<file path="config.mk">
export PLATFORM = sky130hd
export DESIGN_NAME = csr_exe
export DESIGN_NICKNAME = d
export VERILOG_FILES = /design/src/rtl/csr_exe.sv
export SDC_FILE = /design/constraint.sdc
export NUM_CORES = 1
export LEC_CHECK = 0
export ABC_CLOCK_PERIOD_IN_PS = 6200
export CORE_MARGIN = 10
export CORE_UTILIZATION = 31
export DETAILED_ROUTE_END_ITERATION = 6
export GPL_ROUTABILITY_DRIVEN = 0
export PLACE_DENSITY = 0.65
export SYNTH_ARGS = -nofsm -noshare
export SYNTH_HDL_FRONTEND = slang
export SYNTH_SLANG_ARGS = --single-unit
</file>
<file path="constraint.sdc">
create_clock -name clk -period 6.2 [get_ports clk]
set_clock_uncertainty 0.1 [all_clocks]
set_input_delay 0.93 -clock clk [delete_from_list [all_inputs] [get_ports clk]]
set_output_delay 0.93 -clock clk [all_outputs]
set_load 0.05 [all_outputs]
</file>
<file path="src/rtl/csr_exe.sv">
// CSR execution unit. Holds a single CSR instruction until it reaches the ROB
// head, then does one atomic read-modify-write on the CSR file and returns
// the old value (or an illegal-instruction exception) to writeback.
module csr_exe #(
  parameter int DATA     = 32,
  parameter int CSR_ADDR = 12,
  parameter int ROB      = 5
) (
  input  logic                clk,
  input  logic                reset,
  input  logic                in_valid,
  output logic                in_ready,
  input  logic [1:0]          in_op,
  input  logic [CSR_ADDR-1:0] in_addr,
  input  logic [DATA-1:0]     in_src,
  input  logic                in_src_zero,
  input  logic [ROB-1:0]      in_rob_id,
  input  logic                commit_ok,
  input  logic                flush,
  output logic [CSR_ADDR-1:0] csr_rd_addr,
  input  logic [DATA-1:0]     csr_rd_data,
  input  logic                csr_rd_err,
  output logic                csr_we,
  output logic [CSR_ADDR-1:0] csr_wr_addr,
  output logic [DATA-1:0]     csr_wr_data,
  output logic                wb_valid,
  input  logic                wb_ready,
  output logic [DATA-1:0]     wb_data,
  output logic [ROB-1:0]      wb_rob_id,
  output logic                wb_exc
);

  localparam logic [2:0] S_IDLE  = 3'd0;
  localparam logic [2:0] S_WAIT  = 3'd1;
  localparam logic [2:0] S_READ  = 3'd2;
  localparam logic [2:0] S_WRITE = 3'd3;
  localparam logic [2:0] S_RESP  = 3'd4;

  localparam logic [1:0] OP_RW = 2'b01;
  localparam logic [1:0] OP_RS = 2'b10;
  localparam logic [1:0] OP_RC = 2'b11;

  logic [2:0]          state;
  logic [1:0]          op_q;
  logic [CSR_ADDR-1:0] addr_q;
  logic [DATA-1:0]     src_q;
  logic                src_zero_q;
  logic [ROB-1:0]      rob_q;
  logic [DATA-1:0]     old_q;
  logic                exc_q;

  logic                rd_fault;
  logic                need_wr;

  // New CSR value from the captured old value and the source operand.
  function automatic logic [DATA-1:0] rmw_data(input logic [1:0]      op,
                                               input logic [DATA-1:0] old,
                                               input logic [DATA-1:0] src);
    logic [DATA-1:0] res;
    case (op)
      OP_RW:   res = src;
      OP_RS:   res = old | src;
      OP_RC:   res = old & ~src;
      default: res = old;
    endcase
    return res;
  endfunction

  // Fault and write-needed decisions made while the CSR file is being read.
  // RS/RC with a zero operand must not write (no side effects on read-only CSRs).
  always_comb begin
    rd_fault = csr_rd_err | (op_q == 2'b00);
    need_wr  = (op_q == OP_RW) | ~src_zero_q;
  end

  // Sequencer and operand/result registers; a reset drops any op in flight.
  always_ff @(posedge clk or posedge reset) begin
    if (reset) begin
      state      <= S_IDLE;
      op_q       <= '0;
      addr_q     <= '0;
      src_q      <= '0;
      src_zero_q <= 1'b0;
      rob_q      <= '0;
      old_q      <= '0;
      exc_q      <= 1'b0;
    end else begin
      case (state)
        S_IDLE: begin
          if (in_valid) begin
            op_q       <= in_op;
            addr_q     <= in_addr;
            src_q      <= in_src;
            src_zero_q <= in_src_zero;
            rob_q      <= in_rob_id;
            state      <= S_WAIT;
          end
        end
        S_WAIT: begin
          if (flush)          state <= S_IDLE;
          else if (commit_ok) state <= S_READ;
        end
        S_READ: begin
          if (flush) begin
            state <= S_IDLE;
          end else if (rd_fault) begin
            old_q <= '0;
            exc_q <= 1'b1;
            state <= S_RESP;
          end else begin
            old_q <= csr_rd_data;
            exc_q <= 1'b0;
            state <= need_wr ? S_WRITE : S_RESP;
          end
        end
        S_WRITE: state <= S_RESP;
        S_RESP: begin
          if (wb_ready) state <= S_IDLE;
        end
        default: state <= S_IDLE;
      endcase
    end
  end

  // Outputs decoded from state and driven straight from the held registers.
  always_comb begin
    in_ready    = (state == S_IDLE);
    csr_rd_addr = addr_q;
    csr_we      = (state == S_WRITE);
    csr_wr_addr = addr_q;
    csr_wr_data = rmw_data(op_q, old_q, src_q);
    wb_valid    = (state == S_RESP);
    wb_data     = old_q;
    wb_rob_id   = rob_q;
    wb_exc      = exc_q & (state == S_RESP);
  end

endmodule
</file>
==> metrics.txt <==
Synth Instances 303; family with the most delay on the worst path flip-flops; Endpoint, Worst Hold wb_rob_id[4]; vias in the first global route 3382; Core Area 12600 µm²; Final Max Tran Viols 0; Yosys Warn Count 0; post-synth top area cell dfrtp_1; Synth area leaders dfrtp_1 56%, mux2_2 14%, a22o_1 14%, o21ai_0 4.2%, buf_4 3.2%; DR vias/cell 4.83; upper clock frequency limit 225 MHz; critical path's slowest cell dfrtp_1; Post-synth EDFFs 0; FF-to-FF End wb_data[1]; share of cells above drive strength 1 0.153; Die X 133 µm; Seq/Total Area, Yosys 0.556; DR pass1 iterations 4; Worst EP required 5.17 ns; Finish-stage setup viols 0; Setup Fix Bufs, Post-CTS 0; area delta synth->final 55.3%; DIE AREA 17700 µm²; commonest non-fill, non-tap cell in the layout clkdlybuf4s50_1; critical path class reg -> out; # IOs 188; fin crit period 4.45 ns; Synth cell types 29; reg2reg setup slack 3.54 ns; port bufs 187; unrepaired setup endpoints after global routing false; Max stage delay on crit path 1.16 ns; worst hold path class reg -> reg; Critical R2R Launch op_q[0]; Hold Buf Count CTS 0; Root Buffer clkbuf_16; clock tree from TritonCTS built; Worst-Skew Late Latency 0.34 ns; Starting Density 0.315; Placed Cells 628; Net Count, Synth 394; Final ANT Viol Nets 0; Initial DRC Count 127; Avg Cell Area, Syn 13.1 µm²; first-pass GRT wire length 20100 µm; largest net degree at the start of global routing 53; Final Hold Vio Count 0; Die Ht 133 µm; clock buffer depth 2; initial antenna violation count 1; Cell Chain, Critical Path xor2_4 -> a22o_1 -> clkdlybuf4s50_1; site row count 41; commonest cells after routing, fill and taps aside 187 x clkdlybuf4s50_1, 88 x dfrtp_1, 63 x a22o_1; wire length per cell 20.0 µm; number of cells on the worst reg-to-reg path 3; post-CTS sizing 0; Reg clk slew, reported paths 0.06 ns; #FFs+latches synth 88; hold wc startpoint wb_rob_id[4]; total grt overflow 0; Clock Sinks 88; WHS Path Cells 1; CP Max Fanout 36; # diodes 0; Slew Limit Headroom 0.179; WL final 12900 µm; hold slack 0.413 ns; post-synth top area share 0.556; total negative setup slack 0 ns; status completed; mapped cell area 3960 µm²; dominant synthesized flop cell dfrtp_1; pin slew with the least headroom to its limit 1.23 ns; Nets 558; HPWL after DPL 9110 µm; fin cells 643; Max Cap Violations 0; CP bufs+invs 1; crit share post-route 0.717; htree depth 3; Via Count 3104; TritonCTS buffer count 9; Critical Path Sink Type output pin; All-Layer GR Usage 0.144; Critical Path AT 3.42 ns; CP startpoint kind flip-flop; DRC Markers 0; async set or reset register ratio after synthesis 1.00
[layer usage]
metal	wire length (µm)	vias to the layer above	global-route usage
li1	-	1449	-
met1	5540	1522	0.173
met2	6190	118	0.235
met3	966	13	0.0484
met4	160	2	0.0513
met5	18	-	0
[sequential cells by signal, summed over array words and instances (netlist names)]
| register | cells |
|---|---|
| wb_rob_id | 5 |
| op_q | 2 |
| wb_data | 32 |
| exc_q | 1 |
| src_zero_q | 1 |
| state | 3 |
| src_q | 32 |
| csr_rd_addr | 12 |
[how the worst max path moves through the flow]
stage,from,endpoint,slack [ns],cells past startpoint
4_1_cts,op_q[0],csr_wr_data[4],1.69,3
2_1_floorplan,reset,csr_rd_addr[0],2.89,1
3_3_place_gp,op_q[0],csr_wr_data[4],2.11,3
3_5_place_dp,op_q[0],csr_wr_data[4],2.08,3
6_report,op_q[0],csr_wr_data[4],1.75,3
5_1_grt,op_q[0],csr_wr_data[0],1.56,3
[layout make-up]
type                            instances  area (µm²)
Sequential cell                        88        2200
Clock buffer                           12         246
Multi-Input combinational cell        173        1490
Clock inverter                          3        90.1
Fill cell                            1146        6410
Timing Repair Buffer                  190        1890
Tap cell                              172         215
Inverter                                5        20.0
[per-stage QoR]
| stage | cell area (µm²) | utilization | setup slack, ns |
|---|---|---|---|
| finish | 6160 | 0.490 | 1.75 |
| global route | 6160 | 0.490 | 1.56 |
| CTS | 6160 | 0.490 | 1.69 |
| detailed placement | 5820 | 0.463 | 2.08 |
| global placement | 5820 | 0.463 | 2.11 |
| floorplan | 3960 | - | 2.89 |
[cells in the mapped netlist (2+ instances only)]
cell,number
o21ai_0,33
buf_6,2
a22o_1,63
inv_1,5
clkbuf_1,9
buf_4,17
nor3_1,2
dfrtp_1,88
mux2_2,51
nand3_1,3
buf_12,3
nand2_1,2
buf_2,6
and2_1,2
a21oi_1,2
nor2_1,2
[cell families (layout without fill, tap and decap cells)]
| family | after synthesis | after routing | synth area share |
|---|---|---|---|
| flip-flops | 88 | 88 | 0.556 |
| buffers and inverters | 42 | 210 | 0.0739 |
| XOR/XNOR | 1 | 1 | 0.00221 |
| multiplexers | 52 | 52 | 0.147 |
| AND/OR/NAND/NOR | 17 | 17 | 0.0265 |
| AO/OA/AOI/OAI | 103 | 103 | 0.194 |
Power is not shown: default switching activity piles up to over one toggle a cycle in this logic, so the estimate is an artifact.
